### src/rtl/uart_frame_mux_if.sv
// rtl/uart_frame_mux_if.sv - byte handshake between the frame serializer and the UART transmitter
interface uart_frame_mux_if;
  logic       tx_valid;
  logic       tx_ready;
  logic [7:0] tx_byte;

  modport master (output tx_valid, output tx_byte, input tx_ready);
  modport slave  (input tx_valid, input tx_byte, output tx_ready);
endinterface

### src/rtl/uart_frame_mux.sv
// rtl/uart_frame_mux.sv - snapshots telemetry channels and serializes sync/channel/checksum words as bytes
module uart_frame_mux #(
  parameter int         NUM_CH         = 6,
  parameter int         FIELD_W        = 12,
  parameter logic [7:0] SYNC_KEY       = 8'h0F,
  parameter bit         CHECKSUM_EN    = 1'b1,
  parameter bit         SKIP_UNCHANGED = 1'b0
) (
  input  logic                      clk,
  input  logic                      rst,
  input  logic [NUM_CH*FIELD_W-1:0] ch_data,
  input  logic                      con_broken,
  uart_frame_mux_if.master          tx,
  output logic                      frame_start,
  output logic                      frame_done
);
  // Word selector: 0 = sync, 1..NUM_CH = channel sel-1, NUM_CH+1 = checksum
  localparam int               SEL_W    = $clog2(NUM_CH + 2);
  localparam logic [SEL_W-1:0] CSUM_SEL = SEL_W'(NUM_CH + 1);

  localparam logic [1:0] LOAD    = 2'd0;
  localparam logic [1:0] SEND_HI = 2'd1;
  localparam logic [1:0] SEND_LO = 2'd2;
  localparam logic [1:0] NEXT    = 2'd3;

  logic [1:0]                state_q, state_d;
  logic [NUM_CH*FIELD_W-1:0] snap_q, snap_d;
  logic [SEL_W-1:0]          sel_q, sel_d;
  logic [15:0]               word_q, word_d;
  logic [7:0]                csum_q, csum_d;
  logic [11:0]               last_q [NUM_CH];
  logic [11:0]               last_d [NUM_CH];
  logic [NUM_CH-1:0]         last_vld_q, last_vld_d;
  logic                      tx_valid_q, tx_valid_d;
  logic [7:0]                tx_byte_q, tx_byte_d;
  logic                      frame_done_q, frame_done_d;

  logic [11:0]       ch_val [NUM_CH];
  logic [NUM_CH-1:0] send_mask;
  logic              accept;
  logic              later_send;
  logic              last_word;
  logic              cand_is_ch;
  logic              cand_send;
  logic [15:0]       cand_word;

  assign accept = tx_valid_q & tx.tx_ready;

  for (genvar g = 0; g < NUM_CH; g++) begin : g_ch
    assign ch_val[g] = 12'(snap_q[g*FIELD_W +: FIELD_W]);
  end

  // Channel sel_q is both the NEXT candidate and the first channel after the word in SEND_LO
  always_comb begin
    send_mask  = '0;
    later_send = 1'b0;
    cand_is_ch = 1'b0;
    cand_send  = 1'b0;
    cand_word  = {8'hF0, csum_q};
    for (int i = 0; i < NUM_CH; i++) begin
      send_mask[i] = !SKIP_UNCHANGED || !last_vld_q[i] || (ch_val[i] != last_q[i]);
      if (SEL_W'(i) >= sel_q) begin
        later_send = later_send | send_mask[i];
      end
      if (SEL_W'(i) == sel_q) begin
        cand_is_ch = 1'b1;
        cand_send  = send_mask[i];
        cand_word  = {4'(i + 1), ch_val[i]};
      end
    end
  end

  assign last_word = CHECKSUM_EN ? (sel_q == CSUM_SEL) : !later_send;

  always_comb begin
    state_d      = state_q;
    snap_d       = snap_q;
    sel_d        = sel_q;
    word_d       = word_q;
    csum_d       = csum_q;
    last_d       = last_q;
    last_vld_d   = last_vld_q;
    frame_done_d = 1'b0;

    case (state_q)
      LOAD: begin
        snap_d  = ch_data;
        csum_d  = 8'h00;
        sel_d   = '0;
        word_d  = {SYNC_KEY, 8'h00};
        state_d = SEND_HI;
      end
      SEND_HI: begin
        if (accept) begin
          state_d = SEND_LO;
        end
      end
      SEND_LO: begin
        if (accept) begin
          state_d      = NEXT;
          frame_done_d = last_word;
          if (sel_q != '0 && sel_q != CSUM_SEL) begin
            csum_d = csum_q ^ word_q[15:8] ^ word_q[7:0];
            for (int i = 0; i < NUM_CH; i++) begin
              if (SEL_W'(i + 1) == sel_q) begin
                last_d[i]     = word_q[11:0];
                last_vld_d[i] = 1'b1;
              end
            end
          end
        end
      end
      NEXT: begin
        sel_d = sel_q + SEL_W'(1);
        if (frame_done_q) begin
          state_d = LOAD;
        end else if (cand_is_ch) begin
          // A skipped channel leaves us in NEXT for exactly one more cycle
          if (cand_send) begin
            word_d  = cand_word;
            state_d = SEND_HI;
          end
        end else if (CHECKSUM_EN) begin
          word_d  = cand_word;
          state_d = SEND_HI;
        end else begin
          state_d = LOAD;
        end
      end
      default: state_d = LOAD;
    endcase

    if (con_broken) begin
      state_d      = LOAD;
      frame_done_d = 1'b0;
      last_vld_d   = '0;
    end

    tx_valid_d = (state_d == SEND_HI) || (state_d == SEND_LO);
    if (state_d == SEND_HI) begin
      tx_byte_d = word_d[15:8];
    end else if (state_d == SEND_LO) begin
      tx_byte_d = word_d[7:0];
    end else begin
      tx_byte_d = 8'h00;
    end
  end

  always_ff @(posedge clk) begin
    if (rst) begin
      state_q      <= LOAD;
      snap_q       <= '0;
      sel_q        <= '0;
      word_q       <= '0;
      csum_q       <= 8'h00;
      last_vld_q   <= '0;
      tx_valid_q   <= 1'b0;
      tx_byte_q    <= 8'h00;
      frame_done_q <= 1'b0;
    end else begin
      state_q      <= state_d;
      snap_q       <= snap_d;
      sel_q        <= sel_d;
      word_q       <= word_d;
      csum_q       <= csum_d;
      last_vld_q   <= last_vld_d;
      tx_valid_q   <= tx_valid_d;
      tx_byte_q    <= tx_byte_d;
      frame_done_q <= frame_done_d;
    end
  end

  // Payload history is only trusted through last_vld_q, so it needs no reset
  always_ff @(posedge clk) begin
    last_q <= last_d;
  end

  assign tx.tx_valid = tx_valid_q;
  assign tx.tx_byte  = tx_byte_q;
  assign frame_done  = frame_done_q;
  // The LOAD cycle itself carries the pulse; held low while rst is asserted
  assign frame_start = (state_q == LOAD) && !rst;

endmodule

### src/flat_wrapper.sv
// flat-port wrapper written by rule: the top's interface ports become plain ports
module uart_frame_mux_flat 
#(
  parameter int         NUM_CH         = 6,
  parameter int         FIELD_W        = 12,
  parameter logic [7:0] SYNC_KEY       = 8'h0F,
  parameter bit         CHECKSUM_EN    = 1'b1,
  parameter bit         SKIP_UNCHANGED = 1'b0
)
  (clk, rst, ch_data, con_broken, frame_start, frame_done, tx_tx_valid, tx_tx_byte, tx_tx_ready);
  uart_frame_mux_if tx_i ();
  input  logic clk;
  input  logic rst;
  input  logic [NUM_CH*FIELD_W-1:0] ch_data;
  input  logic con_broken;
  output logic frame_start;
  output logic frame_done;
  output wire logic [$bits(tx_i.tx_valid)-1:0] tx_tx_valid;
  output wire logic [$bits(tx_i.tx_byte)-1:0] tx_tx_byte;
  input wire logic [$bits(tx_i.tx_ready)-1:0] tx_tx_ready;
  assign tx_tx_valid = tx_i.tx_valid;
  assign tx_tx_byte = tx_i.tx_byte;
  assign tx_i.tx_ready = tx_tx_ready;
  uart_frame_mux #(.NUM_CH(NUM_CH), .FIELD_W(FIELD_W), .SYNC_KEY(SYNC_KEY), .CHECKSUM_EN(CHECKSUM_EN), .SKIP_UNCHANGED(SKIP_UNCHANGED)) u_core (.clk(clk), .rst(rst), .ch_data(ch_data), .con_broken(con_broken), .tx(tx_i), .frame_start(frame_start), .frame_done(frame_done));
endmodule
### config.mk
export PLATFORM = sky130hd
export DESIGN_NAME = uart_frame_mux_flat
export DESIGN_NICKNAME = d
export VERILOG_FILES = /design/src/rtl/uart_frame_mux_if.sv /design/src/rtl/uart_frame_mux.sv /design/src/flat_wrapper.sv
export SDC_FILE = /design/constraint.sdc
export NUM_CORES = 1
export LEC_CHECK = 0
export ABC_CLOCK_PERIOD_IN_PS = 2800
export CAP_MARGIN = 40
export CORE_MARGIN = 8
export CORE_UTILIZATION = 50
export DETAILED_ROUTE_END_ITERATION = 16
export GPL_TIMING_DRIVEN = 1
export PLACE_DENSITY = 0.86
export SLEW_MARGIN = 40
export SYNTH_ARGS = -nofsm -noshare
export SYNTH_HDL_FRONTEND = slang
export SYNTH_SLANG_ARGS = --single-unit
### constraint.sdc
create_clock -name clk -period 2.8 [get_ports clk]
set_input_delay 0.7 -clock clk [delete_from_list [all_inputs] [get_ports clk]]
set_output_delay 0.7 -clock clk [all_outputs]
set_load 0.005 [all_outputs]
==> results.txt, run 1 <==
Per report_power, the clock group accounts for 30.3% of the total. STA classifies the critical path startpoint as a register. The count of pins over their slew limit came out at 0.

Headroom to the max-slew limit came out at about three fifths. The number of buffer and inverter instances along the worst setup path came out at 2. The largest net degree at the start of global routing is 55. For the worst-skew pair, the clock arrives at the later sink with an insertion delay of 380 ps. The type of the worst setup path is reg2out.

Averaged over all synthesized cells, the footprint is 8.88 um2. After synthesis the cells add up to ~5300 um2. The number of core rows is 37. The placed cell count is approximately 800.

The setup-violating endpoint count in the final report came out at 0. The filler cells instantiated in the layout total roughly 860. The total negative slack is 0 ps. The die outline area came out at around 14000 um2.

The violation count after the first detailed-routing iteration is between 300 and 400. After layout, the worst setup slack is around 220 ps. The clock-pin slew reported for the worst setup and hold paths after clock tree synthesis came out at 110 ps.

The combinational fraction of design power came out at around an eighth. The net count of the finished layout is ~760. Of the available clock period, the critical path in the final layout requires 92.1%.

The share of flip-flops with an asynchronous set or reset after synthesis came out at 0%. On the critical path, the stage with the largest delay is an instance of clkdlybuf4s50_1. The sequential fraction of design power came out at ~56%. The sequential cell area is ~2200 um2. The first-pass detailed-route iteration total is 5. The width of the chip is 119 um. The share of the synthesized area in the top cell type is a little over two fifths. The via count of the first global-routing pass was roughly 4700.

For this run, the total global-route usage over all layers was measured as 20.2%. The maximum buffer depth of the clock tree is 2. After detailed routing, the average wire length per cell comes to 17.9 um. STA classifies the critical path endpoint as an output pin. The CTS tree is yes.

The final weighted congestion in routability-driven placement came out at between 0.9 and 1. The number of unique standard cell types used by synthesis is 58. VDD sags by at most approximately 420 uV. The synthesized design contains roughly 110 register bits. The global-route wire length before repair came out at between 20000 and 25000 um. The number of H-tree levels came out at 3. The detail route stage leaves a number of antenna-violating nets equal to 0. The number of antenna violations at the first check in global routing came out at 0.

The total number of vias is approximately 4700. The count of yosys warnings during synthesis came out at 0. The post-synthesis cell type with the largest combined area is dfxtp_1. The analysis attributes to net switching a power of 0.000807 W.

The cell count after synthesis came out at 598. The critical path's top delay family is buffers and inverters. The count of input and output buffers is 86. The post-CTS resize count is 0. The biggest cell delay along the critical path came out at roughly 510 ps. The net count after synthesis is ~690.

The number of failing hold endpoints at the final stage is 0. After detailed routing, the number of vias per cell comes to about 5.7. The die is 119 um tall. Static timing analysis puts the maximum clock frequency at about 0.39 GHz. The leakage power summed over all cells came out at between 2 and 3 nW. The critical path goes through inv_1 -> ha_4 -> nor2b_1 -> clkdlybuf4s50_1. Power spread over the standard cell area amounts to approximately 470 nW/um2. Setup repair after global routing left no endpoint under its margin. The repair_antennas step left the layout with diodes totalling 0.

The number of violations of the max-capacitance limit came out at 0. The routed wire length came out at 14600 um. The critical path data required time is ~2100 ps. The multi-input logic area is roughly 2800 um2. Of all nets on the critical path, the largest fanout is 13.

The fraction of power spent switching nets is a little over a quarter. The clock period minus final worst setup slack came out at between 2000 and 3000 ps. The hold buffer count at cts came out at 0. Once layout is complete, the cells apart from fillers number ~800. By area the synthesized netlist is led by dfxtp_1 42%, mux2i_1 14%, nor2_1 8.3%. The internal portion of the total power is roughly 0.0022 W.

Before CTS, the worst setup slack after placement is -70.9 ps. The starting density of the core came out at between 50% and 60%. At the pin with the least slew margin, the transition time is about 600 ps. The class of the tightest hold or removal check is reg2reg. Among all flip-flop cells after synthesis, the most frequent one is dfxtp_1.

The sum of overflow across all layers after global routing is 0. The number of buffers added by the clock tree synthesis step came out at 9. The remaining design rule violation count is 0. The arrival time at the worst endpoint is between 1500 and 2000 ps. The post-detailed-placement half-perimeter wirelength is approximately 11000 um. The number of flops mapped to enable cells by yosys came out at 0. The flow ran to the end, and the final reports show no timing, DRC or antenna violations.

In the final layout, the share of cells above drive strength 1 is between 7 and 8%. The core outline area is 10300 um2. The count of pins on the block boundary is between 80 and 90. The sequential share of the synthesized area is about two fifths. The area growth from synthesis to layout came out at 22.6%. The root buffer cell is clkbuf_8. The clock tree skew after final layout came out at around 14 ps.

Clock tree synthesis found a total of roughly 110 sinks.
-- area by class of cell --
class                      count  share of cell area, %
multi-input combinational    428                   43.6
sequential                   111                   34.1
timing repair buffer         106                   15.8
tap                          136                   2.61
clock buffer                   9                   1.90
clock inverter                 7                  0.980
inverter                      17                  0.980
-- layout by cell type (no fill, tap or decap), types with 4 or more instances in the layout --
master	count
dfxtp_1	111
o21ai_1	8
a31oi_1	11
xnor2_1	8
o21ai_0	25
a22oi_1	4
a311oi_1	8
a21oi_1	16
clkdlybuf4s50_1	85
a21o_1	4
nand2_1	29
buf_4	18
ha_1	12
o31ai_1	4
nor2_1	118
a22o_1	5
inv_1	17
o211ai_1	5
clkbuf_8	9
nand2b_1	14
nor2b_1	17
mux2i_1	74
nor3b_1	5
nor3_1	4
a221oi_1	4
-- through the flow --
stage / power, W / hold slack, ps / area [um2] / util, %
after floorplan: 0.00195 / 439 / 5310 / -
after global placement: 0.00213 / 472 / 6310 / 61.1
after detailed placement: 0.00215 / 484 / 6310 / 61.1
after CTS: 0.00305 / 511 / 6490 / 62.9
after global routing: 0.00317 / 537 / 6510 / 63.0
final: 0.00304 / 504 / 6510 / 63.0
-- registers in the layout, indices dropped and copies added (netlist names) --
| signal | cells |
|---|---|
| u_core.snap_q | 72 |
| u_core.frame_done | 1 |
| u_core.state_q | 2 |
| u_core.tx.tx_valid | 1 |
| u_core.sel_q | 3 |
| u_core.tx.tx_byte | 8 |
| u_core.csum_q | 8 |
| u_core.word_q | 16 |
-- cell families (layout without fill, tap and decap cells) --
logic type | Yosys count | in the layout | share of synthesized area [%]
buf+inv | 59 | 139 | 4.88
flops | 111 | 111 | 41.9
xor+xnor | 8 | 8 | 1.32
simple gates | 209 | 209 | 18.5
mux | 74 | 74 | 14.0
compound gates | 124 | 124 | 16.4
fa+ha+maj | 13 | 13 | 3.06
-- final timing paths --
path                            slack [ps]  cells past startpoint              start                to
worst max-delay path                   220                      4  u_core.state_q[1]       frame_start
worst min register to register         500                      2   u_core.snap_q[5]  u_core.snap_q[5]
worst max register to register         260                      7    u_core.sel_q[0]  u_core.csum_q[2]
worst min-delay path                   500                      2   u_core.snap_q[5]  u_core.snap_q[5]
-- synth_stat cells, types with 4 or more instances --
cell type,number
a21oi_1,16
nand2b_1,14
nor3b_1,5
nor2_1,118
nand2_1,29
o21ai_1,8
a31oi_1,11
buf_2,20
a21o_1,4
a22o_1,5
a221oi_1,4
nor3_1,4
a22oi_1,4
o31ai_1,4
o211ai_1,5
a311oi_1,8
mux2i_1,74
ha_1,13
inv_1,17
o21ai_0,25
clkbuf_1,15
dfxtp_1,111
xnor2_1,8
nor2b_1,17
-- layer usage --
metal	part of all wire, %	vias up	global-route usage (%)
li1	-	2244	-
met1	42	2196	24.7
met2	48	187	33.8
met3	7.1	38	4.39
met4	3.0	0	8.06
met5	0	-	0
-- worst reg2reg max path: stages (launching register included) --
cell and delay [ps]:
dfxtp_1 400, inv_1 110, ha_1 460, buf_4 280
mux2i_1 90, nand2_1 400, nand2b_1 330, a311oi_1 380
-- power groups by stage --
stage,Sequential [W],Clock [W],Combinational (W)
4_1_cts,0.00172,0.000935,0.000399
3_3_place_gp,0.00175,0,0.000385
3_5_place_dp,0.00175,0,0.000397
6_report,0.00172,0.000921,0.000401
2_1_floorplan,0.00173,0,0.000225
5_1_grt,0.00173,0.00101,0.000434
-- what timing repair did --
action	4_1_cts	5_1_grt
hold endpoints to repair	0	0
endpoints found under the setup margin	0	1
setup buffers	0	1
Power figures use the tool's default switching activity.
==> run 2: changes to the inputs <==
--- a/config.mk
+++ b/config.mk
@@ -12,7 +12,7 @@
 export DETAILED_ROUTE_END_ITERATION = 16
 export GPL_TIMING_DRIVEN = 1
 export PLACE_DENSITY = 0.86
-export SLEW_MARGIN = 40
+export SLEW_MARGIN = 10
 export SYNTH_ARGS = -nofsm -noshare
 export SYNTH_HDL_FRONTEND = slang
 export SYNTH_SLANG_ARGS = --single-unit
==> results of run 2 <==
Same layout as run 1: the final DEF is identical, and so are final timing and power.
==> run 3: changes to the inputs <==
--- a/config.mk
+++ b/config.mk
@@ -11,7 +11,7 @@
 export CORE_UTILIZATION = 50
 export DETAILED_ROUTE_END_ITERATION = 16
 export GPL_TIMING_DRIVEN = 1
-export PLACE_DENSITY = 0.86
+export PLACE_DENSITY = 0.76
 export SLEW_MARGIN = 10
 export SYNTH_ARGS = -nofsm -noshare
 export SYNTH_HDL_FRONTEND = slang
==> run 3 against run 2 <==
  * Sequential power hardly changed
  * Fmax grew 2.3%
  * Largest cell class unchanged
  * Hold slack improved by 0.87 ps
  * Core utilization decreased by 0.085 points
  * Critical path type is now in2reg
  * Non-clock buffer count down 1
  * First-iteration DRC count up 15%
  * Count of clock-buffer cells in the layout unchanged
  * Largest power group unchanged
  * Worst setup slack improved by 58 ps
  * Flip-flop and latch count did not move
  * Critical endpoint is now u_core.tx.tx_byte[1]
==> results.txt, run 3 (synthesis results as in run 1) <==
The critical path is of the in2reg type. The endpoint identified for the worst register-to-register timing path is u_core.tx.tx_byte[7]. The critical path starts at tx_tx_ready. The H-tree generated during clock tree synthesis spans 3 levels. The standard cell area after detailed placement is 6310 um2. Setup repair after global routing left no endpoint under its margin. In this run the static leakage power is between 2 and 3 nW.

The starting density of the core is between 50% and 60%. The leading cell type in the layout, fill and taps excluded is nor2_1. The area growth from synthesis to layout is 22.5%. The worst path needs between 2000 and 3000 ps of the cycle, external delays included.

The number of buffers added by the clock tree synthesis step is 9. The count of pins on the block boundary is just under 90. The first-pass detailed-route iteration total is 5. The worst IR drop on VDD is 482 uV.

STA classifies the critical path startpoint as an input pin. The all-layer global routing usage came out at 20.6%. The fraction of the cycle the final worst path needs came out at 90.1%.

The final weighted congestion in routability-driven placement is between 0.9 and 1. The startpoint identified for the worst register-to-register timing path is u_core.sel_q[0]. The worst setup timing slack at the placement stage came out at -63.8 ps.

The critical path ends at u_core.tx.tx_byte[1]. The count of input and output buffers came out at 86. The power per unit of standard cell area is roughly 470 nW/um2. TritonCTS built the clock tree.

The remaining max-slew budget at the tightest pin came out at between 40% and 50%. After detailed routing, the number of vias per cell comes to 5.64. Entering global routing, the biggest net connects 51 pins. The via count of the first global-routing pass was around 4600. The library cells used most frequently in the layout, excluding fill and tap cells, are 118 x nor2_1, 111 x dfxtp_1, 85 x clkdlybuf4s50_1, 74 x mux2i_1, 29 x nand2_1. The register with the most flip-flops is u_core.snap_q. The routed wire length per instance is ~18 um. The number of antenna violations at the first check in global routing came out at 0. The placed cell count came out at between 700 and 800. The total number of vias is 4588. Timing would allow up to approximately 0.40 GHz. The number of violations of the max-capacitance limit came out at 0. The hold buffer count at cts is 0.

The global-route wire length before repair is between 20000 and 25000 um. The post-detailed-placement half-perimeter wirelength came out at between 10000 and 15000 um. The number of failing hold endpoints at the final stage is 0.

Post-CTS repair changed the size of 0 cells. The register with the most flip-flops in the layout has between 70 and 80 of them. The number of core rows came out at 37.

After clock tree synthesis, the clock-pin slew on the worst setup and hold paths is around 100 ps. The setup-violating endpoint count in the final report came out at 0. The min-delay analysis places its worst path in the category reg2reg. The arrival time at the worst endpoint is 2830 ps. The count of clock tree sinks came out at 111. The critical path data required time came out at around 3100 ps.

In this run the deepest clock path goes through 2 buffers. The final cell area excluding filler cells came out at 6500 um2. The count of pins over their slew limit is 0.

After the flow finishes, the layout carries non-filler instances totaling 813. For the worst-skew pair, the clock arrives at the later sink with an insertion delay of ~380 ps. The final setup slack of the worst path is roughly 280 ps.

The total setup buffers inserted after CTS is 0. Counting cells, the worst reg-to-reg path comes to 7. The top fanout value on the critical path is 4. The pin slew with the least headroom to its limit is just over 800 ps. In the final layout, the registers with the most flip-flops are u_core.snap_q: 72 flops, u_core.word_q: 16 flops.

In this run the remaining antenna-violating nets after routing total 0. The flop-to-flop setup slack came out at 330 ps. The number of antenna diodes in the final layout is 0. Final hold analysis gives a worst-case slack of around 500 ps. The share of cells above drive strength 1 is ~6.9%. The flow ran to the end, and the final reports show no timing, DRC or antenna violations. In the routed design, unresolved DRC markers number 0. The count of filler cells inserted in the layout came out at about 900. The die outline area is approximately 14000 um2. On the final layout, the worst clock skew is approximately 15 ps. The root buffer cell is clkbuf_8. For this block, the routed nets add up to approximately 15000 um of wire. The vertical die dimension came out at 119 um. The endpoint class of the critical path is a register. After global routing the overflow that remains totals 0. In this run the standard cell core region covers 10300 um2. From left edge to right edge, the die measures approximately 120 um. The net count reported at finish came out at between 700 and 800. The violation count after the first detailed-routing iteration is ~430.
==> run 3: worst min-delay path by stage <==
stage          cells past startpoint  slack (ps)                end              start
4_1_cts                            1         510   u_core.csum_q[1]   u_core.csum_q[1]
3_5_place_dp                       2         480   u_core.snap_q[6]   u_core.snap_q[6]
2_1_floorplan                      1         440   u_core.csum_q[2]   u_core.csum_q[2]
6_report                           2         500  u_core.snap_q[54]  u_core.snap_q[54]
5_1_grt                            2         530  u_core.snap_q[43]  u_core.snap_q[43]
3_3_place_gp                       2         470  u_core.snap_q[41]  u_core.snap_q[41]
==> run 3: layout make-up <==
type / instances / area, um2 / area share [%]
Inverter: 17 / 63.8 / 0.982
Timing Repair Buffer: 105 / 1010 / 15.6
Clock inverter: 7 / 70.1 / 1.08
Multi-Input combinational cell: 428 / 2840 / 43.7
Tap cell: 136 / 170 / 2.62
Clock buffer: 9 / 124 / 1.91
Sequential cell: 111 / 2220 / 34.2
==> run 3: stage by stage <==
step | power [W] | utilization (%) | TNS, ps
floorplan | 0.00195 | - | 0
global placement | 0.00214 | 61.1 | 0
detailed placement | 0.00215 | 61.1 | -63.8
CTS | 0.00310 | 63.0 | 0
global route | 0.00320 | 63.0 | 0
finish | 0.00308 | 63.0 | 0
==> run 3: report_power, final <==
part           internal [W]  switching, W
registers           0.00166     0.0000560
clock network      0.000416      0.000551
logic              0.000223      0.000174
total               0.00230      0.000781
==> run 3: metal layers <==
metal / up-vias / GRT usage (%) / share of wire [%]
met5: - / 0 / 0
met2: 153 / 32.8 / 47
li1: 2232 / - / -
met3: 23 / 4.68 / 6.4
met4: 0 / 6.48 / 2.0
met1: 2180 / 27.0 / 45
==> run 3: worst max-delay path, cell delays in order <==
cell,delay [ps]
clkdlybuf4s50_1,520
nand2_1,90
nand2_1,70
a21oi_1,50
or3_1,360
ha_1,230
nor3b_2,210
o21ai_0,210
nor2_1,130
o21ai_0,90
o2bb2ai_1,160
